$ cat src/rtl/s_aes_pkg.sv
// Shared S-AES definitions: FSM state encoding, round constants and GF(2^4) / S-box helpers.
package s_aes_pkg;

  typedef enum logic [2:0] {IDLE, KEY, RND2, RND1, FIN, DONE} state_t;

  localparam logic [7:0] RCON1   = 8'h80;
  localparam logic [7:0] RCON2   = 8'h30;
  localparam logic [4:0] GF_POLY = 5'b10011;

  function automatic logic [3:0] gf_mul2(input logic [3:0] a);
    logic [4:0] t;
    t = {a, 1'b0};
    if (t[4]) t = t ^ GF_POLY;
    return t[3:0];
  endfunction

  function automatic logic [3:0] gf_mul9(input logic [3:0] a);
    return gf_mul2(gf_mul2(gf_mul2(a))) ^ a;
  endfunction

  function automatic logic [3:0] sbox(input logic [3:0] a);
    case (a)
      4'h0: return 4'h9;  4'h1: return 4'h4;  4'h2: return 4'hA;  4'h3: return 4'hB;
      4'h4: return 4'hD;  4'h5: return 4'h1;  4'h6: return 4'h8;  4'h7: return 4'h5;
      4'h8: return 4'h6;  4'h9: return 4'h2;  4'hA: return 4'h0;  4'hB: return 4'h3;
      4'hC: return 4'hC;  4'hD: return 4'hE;  4'hE: return 4'hF;  default: return 4'h7;
    endcase
  endfunction

  function automatic logic [3:0] inv_sbox(input logic [3:0] a);
    case (a)
      4'h0: return 4'hA;  4'h1: return 4'h5;  4'h2: return 4'h9;  4'h3: return 4'hB;
      4'h4: return 4'h1;  4'h5: return 4'h7;  4'h6: return 4'h8;  4'h7: return 4'hF;
      4'h8: return 4'h6;  4'h9: return 4'h0;  4'hA: return 4'h2;  4'hB: return 4'h3;
      4'hC: return 4'hC;  4'hD: return 4'h4;  4'hE: return 4'hD;  default: return 4'hE;
    endcase
  endfunction

  function automatic logic [7:0] rot_nib(input logic [7:0] b);
    return {b[3:0], b[7:4]};
  endfunction

endpackage

$ cat src/rtl/s_aes_decryptor_inv_mix_columns.sv
// Combinational S-AES InvMixColumns: per column a' = 9a ^ 2b, b' = 2a ^ 9b over GF(2^4).
module inv_mix_columns
  import s_aes_pkg::*;
(
  input  logic [15:0] in_state,
  output logic [15:0] out_state
);

  for (genvar c = 0; c < 2; c++) begin : g_col
    logic [3:0] a, b;
    assign a = in_state[15-8*c -: 4];
    assign b = in_state[11-8*c -: 4];
    assign out_state[15-8*c -: 4] = gf_mul9(a) ^ gf_mul2(b);
    assign out_state[11-8*c -: 4] = gf_mul2(a) ^ gf_mul9(b);
  end

endmodule

$ cat src/rtl/s_aes_decryptor.sv
// Iterative S-AES decryptor: key expansion, two inverse rounds and final whitening, one step per cycle.
module s_aes_decryptor
  import s_aes_pkg::*;
(
  input  logic        clk,
  input  logic        rst,
  input  logic        in_valid,
  output logic        in_ready,
  input  logic [15:0] cipher_in,
  input  logic [15:0] key_in,
  output logic        out_valid,
  input  logic        out_ready,
  output logic [15:0] plain_out,
  output logic        busy
);

  state_t      st;
  logic [15:0] s, key, k1, k2;

  function automatic logic [7:0] sub_nib8(input logic [7:0] b);
    return {sbox(b[7:4]), sbox(b[3:0])};
  endfunction

  function automatic logic [15:0] inv_sub16(input logic [15:0] x);
    return {inv_sbox(x[15:12]), inv_sbox(x[11:8]), inv_sbox(x[7:4]), inv_sbox(x[3:0])};
  endfunction

  // Swapping the bottom-row nibbles is its own inverse.
  function automatic logic [15:0] inv_shift(input logic [15:0] x);
    return {x[15:12], x[3:0], x[7:4], x[11:8]};
  endfunction

  logic [7:0]  w2, w3, w4, w5;
  assign w2 = key[15:8] ^ RCON1 ^ sub_nib8(rot_nib(key[7:0]));
  assign w3 = w2 ^ key[7:0];
  assign w4 = w2 ^ RCON2 ^ sub_nib8(rot_nib(w3));
  assign w5 = w4 ^ w3;

  logic [15:0] imc_in, imc_out, rnd2_nxt, rnd1_nxt;
  assign rnd2_nxt = inv_sub16(inv_shift(s ^ k2));
  assign imc_in   = s ^ k1;
  assign rnd1_nxt = inv_sub16(inv_shift(imc_out));

  inv_mix_columns u_imc (
    .in_state  (imc_in),
    .out_state (imc_out)
  );

  always_ff @(posedge clk or posedge rst) begin
    if (rst) begin
      st        <= IDLE;
      s         <= '0;
      key       <= '0;
      k1        <= '0;
      k2        <= '0;
      in_ready  <= 1'b1;
      out_valid <= 1'b0;
      busy      <= 1'b0;
      plain_out <= '0;
    end else begin
      case (st)
        IDLE: if (in_valid) begin
          s        <= cipher_in;
          key      <= key_in;
          in_ready <= 1'b0;
          busy     <= 1'b1;
          st       <= KEY;
        end
        KEY: begin
          k1 <= {w2, w3};
          k2 <= {w4, w5};
          st <= RND2;
        end
        RND2: begin
          s  <= rnd2_nxt;
          st <= RND1;
        end
        RND1: begin
          s  <= rnd1_nxt;
          st <= FIN;
        end
        FIN: begin
          s         <= s ^ key;
          plain_out <= s ^ key;
          out_valid <= 1'b1;
          st        <= DONE;
        end
        DONE: if (out_ready) begin
          out_valid <= 1'b0;
          plain_out <= '0;
          in_ready  <= 1'b1;
          busy      <= 1'b0;
          st        <= IDLE;
        end
        default: st <= IDLE;
      endcase
    end
  end

endmodule

$ cat config.mk
export PLATFORM = sky130hd
export DESIGN_NAME = s_aes_decryptor
export DESIGN_NICKNAME = d
export VERILOG_FILES = /design/src/rtl/s_aes_pkg.sv /design/src/rtl/s_aes_decryptor_inv_mix_columns.sv /design/src/rtl/s_aes_decryptor.sv
export SDC_FILE = /design/constraint.sdc
export NUM_CORES = 1
export LEC_CHECK = 0
export ABC_CLOCK_PERIOD_IN_PS = 4500
export CORE_UTILIZATION = 45
export DETAILED_ROUTE_END_ITERATION = 6
export PLACE_DENSITY_LB_ADDON = 0.15
export SLEW_MARGIN = 20
export SYNTH_ARGS = -nofsm -noshare
export SYNTH_HDL_FRONTEND = slang
export SYNTH_HIERARCHICAL = 1
export SYNTH_SLANG_ARGS = --single-unit
export TNS_END_PERCENT = 30
$ cat constraint.sdc
create_clock -name clk -period 4.5 [get_ports clk]
set_clock_uncertainty 0.2 [all_clocks]
set_input_delay 0.45 -clock clk [delete_from_list [all_inputs] [get_ports clk]]
set_output_delay 0.45 -clock clk [all_outputs]
set_load 0.01 [all_outputs]
==> results by group <==
Status
  • Status: finished, violations left
  • Failing checks: DRC

Yosys
  • Biggest area consumer among synthesized cells: dfrtp_1
  • Largest cells by area after synthesis: dfrtp_1 (31%), ha_1 (12%), xnor2_1 (6.7%)
  • Post-synthesis register bit count: 86
  • Sequential area share after synthesis: 31.48%
  • Post-synth ARST share: 100.0%
  • Post-synth EDFFs: 0
  • Top-area cell type share of the netlist area: 31.10%
  • Mapped Area: 6840 µm²
  • Synthesis Warnings: 6
  • Synth Flop Type: dfrtp_1
  • Syn Nets: 844
  • Post-synthesis cell count: 741
  • Yosys cell types: 70
  • Post-Syn Area per Cell: 9.231 µm²

Clock tree
  • Clk buf depth: 2
  • Hold_buf cts: 0
  • Clk pin slew, worst setup/hold paths: 60 ps
  • Skew-Pair Late Insertion Delay: 350 ps
  • Total setup buffers inserted after CTS: 0
  • TritonCTS sink count: 86
  • Cts bufs inserted: 9
  • CTS root buf: clkbuf_16
  • CTS tree: done
  • Htree depth: 3
  • Post-CTS sizing: 0

Route
  • WL/cell: 17.85 µm
  • Drt total wl: 17260 µm
  • First-pass detailed-route iteration total: 7
  • Post-route ant nets: 0
  • Vias/cell: 5.553
  • DRT iter0 DRCs: 329
  • Vias: 5370
  • Number of remaining DRC errors: 5

STA
  • Sum Neg Setup Slack: 0 ps
  • Worst relative slew slack: 29.95%
  • Final Max Slew Viols: 0
  • Fin crit share: 74.81%
  • RSZ-0062 raised after global routing: false
  • Worst Tran Pin Value: 1047 ps
  • Setup-failing EPs final: 0
  • Final Hold Fails: 0
  • Worst setup margin: 1134 ps
  • Post-layout min period: 3366 ps
  • Fmax: 297.1 MHz

Flow run
  • Max Cap Viol: 0

GRT
  • Largest net degree at the start of global routing: 40
  • First-pass GRT wire length: 28230 µm
  • Gr usage total: 23.29%
  • Number of global-route vias before repair: 5227
  • Antenna violations before repair: 0
  • Overflow after GRT: 0

Cells and area
  • Synthesis-to-layout area growth: 14.38%
  • # diodes: 0
  • Commonest non-fill, non-tap cell in the layout: nand2_1
  • Ratio of cells with drive above 1 in the final layout: 8.429%
  • Most frequent cells in the layout: nand2_1 (98), dfrtp_1 (85), ha_1 (67), o21ai_0 (62)
  • Final net count: 881

Placement
  • Gpl congestion: 0.8548
  • IO buf count: 54
  • Post-DP HPWL: 13520 µm
  • Place WS: 1155 ps

Min path
  • Type of the most critical hold path: flip-flop to flip-flop
  • Hold path cells: 1

Worst setup path
  • Crit path kind: flip-flop to flip-flop
  • Critical Path End Type: flip-flop
  • Crit path required time: 4560 ps
  • Reg2Reg Depth: 10
  • WP data arrival: 3430 ps
  • CP Launch Type: flip-flop
  • Critical Path Fanout Max: 10

Floorplanning
  • Core Area: 14700 µm²
  • Die span in x: 125.3 µm
  • Initial cell density of the core: 46.54%
  • Die Y: 125.3 µm
  • Rows: 44
  • Die ar.: 15700 µm²
  • IO Count: 55
## worst max-delay path: stages (launching register included)
cell and delay (ps):
dfrtp_1 570, inv_1 190, ha_1 340, inv_1 40
mux4_2 500, xnor2_2 300, inv_1 150, ha_1 230
a22o_2 240, or4_1 400, o211ai_1 110
## synthesized netlist by cell type (all sizes together), types with 4 or more instances
cell    instances
xnor2          56
o31ai           6
a221oi          5
nor2b           4
o211ai          9
a31oi          17
buf             5
and2            4
mux2           16
nor2           54
xor3            8
ha             67
mux2i           9
nand2          99
clkbuf         30
dfrtp          85
o21ai          68
xor2           46
a21o           12
nand2b          8
a21oi          28
nor3            6
o22ai           5
inv            36
or3             5
## routing by layer
layer | vias up | GRT usage (%) | wire length (µm)
met4 | 0 | 9.039 | 446
li1 | 2627 | - | -
met1 | 2573 | 32.51 | 8058
met3 | 28 | 3.851 | 854
met5 | - | 0 | 0
met2 | 142 | 36.12 | 7900
## final cells by class
| cell class | instances | area, µm² |
|---|---|---|
| Clock buffer | 12 | 246.5 |
| Clock inverter | 4 | 47.55 |
| Sequential cell | 86 | 2153 |
| Multi-Input combinational cell | 584 | 4417 |
| Timing Repair Buffer | 61 | 593.1 |
| Tap cell | 184 | 230.2 |
| Fill cell | 1352 | 6875 |
| Inverter | 36 | 136.4 |
## stage by stage
step / instances / utilization (%) / hold slack, ps / cell area [µm²]
detailed placement: 951 / 51.23 / 265.1 / 7530
floorplan: 741 / - / 265.4 / 6840
finish: 967 / 53.23 / 272.9 / 7824
global route: 967 / 53.23 / 292.7 / 7824
global placement: 951 / 51.23 / 257.2 / 7530
CTS: 967 / 53.23 / 279.4 / 7824
## kinds of logic (layout without fill, tap and decap cells)
group / Yosys count / after routing / synth area share (%)
muxes: 28 / 28 / 5.176
and+or+nand+nor: 197 / 197 / 12.68
DFF: 86 / 86 / 31.48
buffers and inverters: 71 / 113 / 4.006
AOI/OAI and AO/OA: 182 / 182 / 17.69
xor gates and xnor gates: 110 / 110 / 16.72
adders and majority gates: 67 / 67 / 12.26
## worst paths after layout
check	startpoint	to	slack, ps
worst max-delay path	key[1]	k2[9]	1130
worst min-delay path	plain_out[14]	plain_out[14]	270
worst max register to register	key[1]	k2[9]	1130
worst min register to register	plain_out[14]	plain_out[14]	270
max in group asynchronous	rst	in_ready	2990
min in group asynchronous	rst	k2[7]	280
## sequential cells by signal (all words and copies together) (netlist names)
name and count:
k1 16, k2 16, key 16, plain_out 16
s 16, st 3, busy 1, in_ready 1
out_valid 1
Power is not shown: default switching activity piles up to over one toggle a cycle in this logic, so the estimate is an artifact.
